==> src/rtl/paddle_control.sv <==
// Paddle FSM for the VGA pong game: erases the paddle column, moves it one row
// on a rate-divider tick, then redraws it.
module paddle_control #(
    parameter int         PADDLE_X      = 8,
    parameter int         PADDLE_LEN    = 16,
    parameter int         SCREEN_H      = 120,
    parameter logic [2:0] PADDLE_COLOUR = 3'b111
) (
    input  logic       clock,
    input  logic       reset_n,
    input  logic       tick,
    input  logic       up,
    input  logic       down,
    output logic [7:0] x,
    output logic [6:0] y,
    output logic [2:0] colour,
    output logic       plot,
    output logic [6:0] paddle_y,
    output logic       busy
);

    localparam int             CW       = $clog2(PADDLE_LEN + 1);
    localparam logic [CW-1:0]  CNT_LAST = CW'(PADDLE_LEN - 1);
    localparam logic [6:0]     Y_MAX    = 7'(SCREEN_H - PADDLE_LEN);
    localparam logic [6:0]     Y_INIT   = 7'((SCREEN_H - PADDLE_LEN) / 2);

    typedef enum logic [1:0] {IDLE, ERASE, UPDATE, DRAW} state_t;

    state_t        state;
    logic [CW-1:0] cnt;
    logic          pending;
    logic          dir_up;
    logic          request;
    logic          move_ok;

    always_comb begin
        request = tick | pending;
        move_ok = (up & ~down & (paddle_y != '0)) |
                  (down & ~up & (paddle_y != Y_MAX));
    end

    always_ff @(posedge clock or negedge reset_n) begin
        if (!reset_n) begin
            state    <= DRAW;
            cnt      <= '0;
            pending  <= 1'b0;
            dir_up   <= 1'b0;
            paddle_y <= Y_INIT;
        end else begin
            case (state)
                IDLE: begin
                    if (request) begin
                        pending <= 1'b0;
                        if (move_ok) begin
                            dir_up <= up;
                            cnt    <= '0;
                            state  <= ERASE;
                        end
                    end
                end
                ERASE: begin
                    if (tick) pending <= 1'b1;
                    if (cnt == CNT_LAST) begin
                        cnt   <= '0;
                        state <= UPDATE;
                    end else begin
                        cnt <= cnt + CW'(1);
                    end
                end
                UPDATE: begin
                    if (tick) pending <= 1'b1;
                    paddle_y <= dir_up ? paddle_y - 7'd1 : paddle_y + 7'd1;
                    cnt      <= '0;
                    state    <= DRAW;
                end
                DRAW: begin
                    if (tick) pending <= 1'b1;
                    if (cnt == CNT_LAST) begin
                        cnt   <= '0;
                        state <= IDLE;
                    end else begin
                        cnt <= cnt + CW'(1);
                    end
                end
                default: state <= IDLE;
            endcase
        end
    end

    // Reset state is DRAW, so plot is gated by reset_n to stay quiet while held in reset.
    always_comb begin
        plot   = reset_n & ((state == ERASE) | (state == DRAW));
        x      = 8'(PADDLE_X);
        y      = ((state == ERASE) | (state == DRAW)) ? paddle_y + 7'(cnt) : paddle_y;
        colour = (state == DRAW) ? PADDLE_COLOUR : 3'b000;
        busy   = (state != IDLE);
    end

endmodule

==> config.mk <==
export PLATFORM = sky130hd
export DESIGN_NAME = paddle_control
export DESIGN_NICKNAME = d
export VERILOG_FILES = /design/src/rtl/paddle_control.sv
export SDC_FILE = /design/constraint.sdc
export NUM_CORES = 1
export LEC_CHECK = 0
export ABC_AREA = 1
export BUFFER_PORTS_ARGS = -buffer_cell sky130_fd_sc_hd__buf_4
export CORE_ASPECT_RATIO = 0.75
export CORE_UTILIZATION = 54
export CTS_CLUSTER_DIAMETER = 150
export DETAILED_ROUTE_END_ITERATION = 7
export PLACE_DENSITY = 0.8
export SLEW_MARGIN = 20
export SYNTH_ARGS = -nofsm -noshare
export SYNTH_HDL_FRONTEND = slang
export SYNTH_SLANG_ARGS = --single-unit
==> constraint.sdc <==
create_clock -name clock -period 1.9 [get_ports clock]
set_input_delay 0.285 -clock clock [delete_from_list [all_inputs] [get_ports clock]]
set_output_delay 0.285 -clock clock [all_outputs]
set_load 0.01 [all_outputs]
==> results of run 1 <==
cells in the final DEF, fill, tap and decap left out, drive strengths merged:
cell type / n
xor2: 4
dfrtp: 11
inv: 22
o21ai: 17
fa: 2
dlygate4sd3: 1
nor3: 1
clkinvlp: 1
o22ai: 1
ha: 16
conb: 8
a31oi: 1
a21oi: 5
nand3: 14
buf: 42
or2: 2
xnor2: 3
dfstp: 5
nand4: 5
nand2: 50
o21bai: 1
a21o: 1
nor2: 15
clkbuf: 4
nand3b: 2
state kept, by name, indices dropped and copies added (netlist names):
signal    cells
dir_up        1
paddle_y      7
cnt           5
pending       1
state         2
worst min-delay path: cells and delay by family:
kind | cells | cell delay [ns]
AND/OR/NAND/NOR | 2 | 0.14
buffers and inverters | 1 | 0.07
cell families after synthesis:
| group | count (synthesis) | synth area share (%) |
|---|---|---|
| flops | 16 | 28.5 |
| simple gates | 89 | 27.9 |
| fa+ha+maj | 18 | 16.9 |
| other cells | 2 | 0.527 |
| xor+xnor | 7 | 4.30 |
| buf+inv | 34 | 11.7 |
| compound gates | 26 | 10.2 |
report_power, final:
group          leakage, nW  switching (mW)  internal [mW]  total, mW
sequential           0.193           0.156          0.521      0.677
clock               0.0150           0.115         0.0818      0.197
combinational        0.750            1.39           1.17       2.56
metal layers:
layer	routed length, microns	share of wire [%]	GRT usage, %
met1	1540	42	36.7
met2	1860	50	48.5
met3	282	7.6	7.30
met4	10	0.27	8.64
met5	0	0	0
area by class of cell:
cell class                 instances  area [sq um]
fill                             171           533
timing repair inverter             1          7.51
sequential                        16           408
inverter                          22          85.1
clock buffer                       4          26.3
multi-input combinational        148           971
tap                               34          42.5
timing repair buffer              43           329
metrics by stage:
step,power [mW],utilization [%],hold WS (ns)
CTS,3.33,76.8,0.247
floorplan,2.05,-,-0.0106
detailed placement,2.86,70.2,0.159
global placement,2.76,70.2,0.158
global route,3.74,77.8,0.258
finish,3.44,77.8,0.249
synth_stat cells:
| cell | n |
|---|---|
| buf_4 | 10 |
| o21bai_2 | 1 |
| nor2_1 | 15 |
| or2_2 | 2 |
| nand3_4 | 1 |
| ha_1 | 16 |
| nand3_1 | 13 |
| xnor2_1 | 3 |
| dfrtp_1 | 11 |
| nor3_1 | 1 |
| fa_1 | 2 |
| o21ai_0 | 15 |
| nand4_1 | 5 |
| inv_1 | 22 |
| clkbuf_1 | 1 |
| buf_2 | 1 |
| a21o_1 | 1 |
| dfstp_2 | 5 |
| nand2_4 | 1 |
| a31oi_1 | 1 |
| xor2_1 | 4 |
| a21oi_1 | 5 |
| o22ai_1 | 1 |
| conb_1 | 2 |
| o21ai_2 | 1 |
| nand3b_1 | 2 |
| nand2_1 | 49 |
| o21ai_1 | 1 |
what timing repair did:
item | 4_1_cts | 5_1_grt
buffers inserted | 5 | 2
hold endpoints to repair | 11 | 0
endpoints found under the setup margin | 7 | 12
hold buffers | 1 | 0
resized for setup | 21 | 7
pin swaps | 9 | 8
gates cloned | 1 | 0
path summary, 6_finish.rpt:
check	endpoint	cells after the start	startpoint
max reg2reg	paddle_y[6]	11	paddle_y[1]
min	pending	3	tick
min in group asynchronous	paddle_y[1]	2	reset_n
max in group asynchronous	state[1]	2	reset_n
min reg2reg	pending	2	pending
max	y[2]	7	cnt[0]
==> out/metrics.csv, run 1 <==
metric,value,unit
status,"finished, violations left",
violations,setup timing,
rsz0062_at_grt,yes,
ant_nets,0,
fin_setup_tns,-1.11,ns
syn_area,0.00143,sq mm
port_buffers,23,
timing.max_cap.violations,0,
place.gp.congestion,0.912,
drt-initial-drc-count,72,
synth_warnings,0,
htreeDepth,1,
grt_pass1_wl,5.73,mm
critPathBufInv,3,
clkSlewWorstSetupHoldPaths,0.11,ns
dpl_cell_area,0.00169,sq mm
diodes,0,
vias,1413,
grt_pass1_vias,1303,
start_util,59.3,%
die_h,46.5,microns
slew_violations,0,
worstMarginPinSlew,0.521,ns
yosys.area.top_type,dfrtp_1,
track_usage,28.9,%
path_class,register to primary output,
max_stage_delay,0.44,ns
wl,3.69,mm
place_ws,-0.0474,ns
synth-seq-area-share,28.5,%
syn_inst,192,
clock_latency,0.30,ns
slew_headroom,64.9,%
p_per_area,1840,mW/mm^2
cpLargestDelayFamily,adder cells,
hold_violations,0,
cts_root_buffer,clkbuf_4,
cts_tree,yes,
setup_violations,8,
grt_antenna_before_repair,0,
grt_max_degree,18,
ios,32,
finalClockSkew,0.0152,ns
critPathLaunchType,register,
critPathMaxFanout,2,
final_nets,258,
clock-sinks,16,
crit_slowest_cell,dfrtp_1,
cts_buffer_depth,2,
netlist.area_leader.share,19.3,%
fin_ws,-0.270,ns
area_growth,31.2,%
fmax,0.461,GHz
cts_buffers,3,
cp_cell_sequence,ha_4 -> fa_2 -> buf_4 -> buf_4 -> xnor2_1 -> o21ai_1 -> buf_4,
min_path_type,input pin to register,
ys_ff_latch,16,
die_w,61.3,microns
dpl.cell_count,256,
synthDistinctLibCells,28,
syn_avg_cell_area,7.42,sq um
crit_path_frequent_cell,buf_4,
drc,0,
vdd_drop_max,1050,uV
dr.pass1.iters,4,
finalNonFillerCells,268,
p_leak,0.958,nW
routed_via_density,5.27,
fin_crit,2.17,ns
cp_data_required_time,1.62,ns
grt_overflow,0,
place_hpwl,2.57,mm
post-route-period-util,114,%
ys_top_cells_by_area,"dfrtp_1, ha_1, nand2_1, dfstp_2, inv_1",
dieArea,0.00285,sq mm
cp.arrival,1.89,ns
worstSetupEndpointType,primary output,
core-area,0.00240,sq mm
fp-row-count,15,
r2r_setup_slack,-0.01,ns
drive_gt1_share,33.3,%
wl_per_cell,13.8,microns
final_cell_area,0.00187,sq mm
Note: power is estimated with default switching activity, not from simulation.
==> run 2: changes to the inputs <==
--- a/config.mk
+++ b/config.mk
@@ -8,6 +8,7 @@
 export ABC_AREA = 1
 export BUFFER_PORTS_ARGS = -buffer_cell sky130_fd_sc_hd__buf_4
 export CORE_ASPECT_RATIO = 0.75
+export CORE_MARGIN = 4
 export CORE_UTILIZATION = 54
 export CTS_CLUSTER_DIAMETER = 150
 export DETAILED_ROUTE_END_ITERATION = 7
==> constraint.sdc (replaced) <==
create_clock -name clock -period 1.9 [get_ports clock]
set_input_delay 0.285 -clock clock [delete_from_list [all_inputs] [get_ports clock]]
set_output_delay 0.285 -clock clock [all_outputs]
set_load 0.05 [all_outputs]
==> run 2 against run 1 <==
  * The flow still finishes with violations (setup timing)
  * Non-clock buffer count is 1 higher
  * Core utilization is 6.7 points higher
  * Clock skew is 0.0052 ns lower
  * Global-route usage is 3.4 points lower
  * Via count is 2.3% higher
  * Worst hold slack worse by 0.0032 ns
  * Maximum frequency is 5.8% lower
  * Highest routed layer unchanged
  * Clock-buffer cell count stayed put
  * Wire length is 12% higher
==> out/metrics.csv, run 2 (synthesized netlist as in run 1, its figures left out) <==
metric,value,unit,change
drive_gt1_share,39.7,%,was 33.3%
dr.pass1.iters,4,,unchanged
min_path_type,input pin to register,,unchanged
violations,setup timing,,unchanged
setup_violations,7,,was 8
cts_buffers,3,,unchanged
dieArea,0.00353,sq mm,was 0.00285 sq mm
core-area,0.00240,sq mm,unchanged
ios,32,,unchanged
wl,4.15,mm,was 3.69 mm
drt-initial-drc-count,98,,was 72
final_nets,258,,unchanged
rsz0062_at_grt,yes,,unchanged
top_regs,"paddle_y (7), cnt (5), state (2)",,unchanged
cp_data_required_time,1.62,ns,about the same
max_stage_delay,0.45,ns,was 0.44 ns
post-route-period-util,121,%,was 114%
crit_path_frequent_cell,nand2_2,,was buf_4
drc,0,,unchanged
clock_latency,0.29,ns,was 0.30 ns
path_class,register to primary output,,unchanged
crit_slowest_cell,dfrtp_2,,was dfrtp_1
cp.arrival,2.02,ns,was 1.89 ns
grt_pass1_wl,6.69,mm,was 5.73 mm
die_w,67.3,microns,was 61.3 microns
slew_violations,0,,unchanged
fmax,0.434,GHz,was 0.461 GHz
min_to,pending,,unchanged
dpl_cell_area,0.00183,sq mm,was 0.00169 sq mm
grt_antenna_before_repair,0,,unchanged
timing.max_cap.violations,0,,unchanged
largest_register_ffs,7,,unchanged
fp-row-count,15,,unchanged
place_hpwl,2.85,mm,was 2.57 mm
clkSlewWorstSetupHoldPaths,0.11,ns,about the same
grt_overflow,0,,unchanged
critPathLaunchType,register,,unchanged
critPathMaxFanout,2,,unchanged
hold_start,tick,,unchanged
r2r_start,paddle_y[2],,was paddle_y[1]
largest-register,paddle_y,,unchanged
cpLargestDelayFamily,adder cells,,unchanged
area_growth,42.5,%,was 31.2%
reg2reg_depth,6,,was 11
port_buffers,23,,unchanged
reg2reg_to,paddle_y[3],,was paddle_y[6]
worstHoldPathCells,3,,unchanged
ant_nets,0,,unchanged
cts_buffer_depth,2,,unchanged
grt.busiest_layer,met2,,unchanged
cts_tree,yes,,unchanged
fin_crit,2.30,ns,was 2.17 ns
grt_pass1_vias,1409,,was 1303
finalHoldWorstSlack,0.245,ns,was 0.249 ns
met2_usage,43.6,%,was 48.5%
htreeDepth,1,,unchanged
clock-sinks,16,,unchanged
vias,1445,,was 1413
worstSetupEndpointType,primary output,,unchanged
place.gp.congestion,0.929,,was 0.912
hold_violations,0,,unchanged
die_h,52.5,microns,was 46.5 microns
wl_per_cell,15.5,microns,was 13.8 microns
start_util,59.3,%,unchanged
track_usage,25.5,%,was 28.9%
most-common-layout-cells,"nand2_1, buf_4, inv_1",,unchanged
diodes,0,,unchanged
status,"finished, violations left",,unchanged
routed_via_density,5.39,,was 5.27
r2r_setup_slack,0.07,ns,was -0.01 ns
grt_max_degree,18,,unchanged
critPathBufInv,2,,was 3
final_cell_area,0.00203,sq mm,was 0.00187 sq mm
cts_root_buffer,clkbuf_4,,unchanged
grtUsageMet3,5.15,%,was 7.30%
fin_ws,-0.404,ns,was -0.270 ns
final_common_cell,nand2_1,,unchanged
finalClockSkew,0.00997,ns,was 0.0152 ns
cp_cell_sequence,ha_4 -> fa_2 -> nand3_2 -> nand2_2 -> nand2_2 -> buf_4 -> nand2_2 -> o21ai_4 -> buf_6,,was ha_4 -> fa_2 -> buf_4 -> buf_4 -> xnor2_1 -> o21ai_1 -> buf_4
grt_use_met1,32.3,%,was 36.7%
## run 2: cell types whose count changed in the layout (fill, tap and decap cells not counted), sizes merged
cell	change
buf	+1
clkinvlp	-1
## run 2: what timing repair did
item                                    4_1_cts  5_1_grt
hold buffers                                  1        0
endpoints found under the setup margin        8       11
hold endpoints to repair                     11        0
gates resized for setup                      20       11
pin swaps                                     5        5
setup buffers                                 5        3
## run 2: worst max-delay path by stage
stage	startpoint	endpoint	slack (ns)	depth (start not counted)
2_1_floorplan	paddle_y[0]	y[6]	-0.18	8
3_3_place_gp	paddle_y[2]	y[5]	0.007	8
3_5_place_dp	paddle_y[0]	y[6]	-0.05	9
4_1_cts	paddle_y[0]	y[6]	-0.33	9
5_1_grt	paddle_y[0]	y[4]	-0.46	9
6_report	paddle_y[0]	y[4]	-0.40	9
## run 2: layout make-up
| cell class | count | area [sq um] |
|---|---|---|
| Clock buffer | 4 | 36.3 |
| Timing Repair Buffer | 44 | 374 |
| Multi-Input combinational cell | 148 | 1080 |
| Tap cell | 34 | 42.5 |
| Fill cell | 149 | 372 |
| Sequential cell | 16 | 414 |
| Inverter | 22 | 87.6 |
## run 2: per-stage QoR
stage	TNS [ns]	instances	setup slack [ns]	utilization [%]
after floorplan	-0.313	198	-0.180	-
after global placement	0	256	0.00690	76.1
after detailed placement	-0.0868	256	-0.0527	76.1
after CTS	-1.66	266	-0.325	82.4
after global routing	-2.42	268	-0.463	84.5
final	-1.97	268	-0.404	84.5
## run 2: worst min-delay path, delay by kind of cell
kind | cells | cell delay (ns)
AND/OR/NAND/NOR | 2 | 0.13
buffers and inverters | 1 | 0.08
## run 2: per-layer routing
layer / routed length [microns] / vias to the layer above / share of wire, %
met3: 270 / 18 / 6.5
met5: 0 / - / 0
met1: 1760 / 655 / 42
li1: - / 691 / -
met4: 132 / 0 / 3.2
met2: 1990 / 81 / 48
Power of run 2 is left out: the tool's default activity adds up to more than one toggle a clock period on the data nets, which glitch-free logic cannot reach.
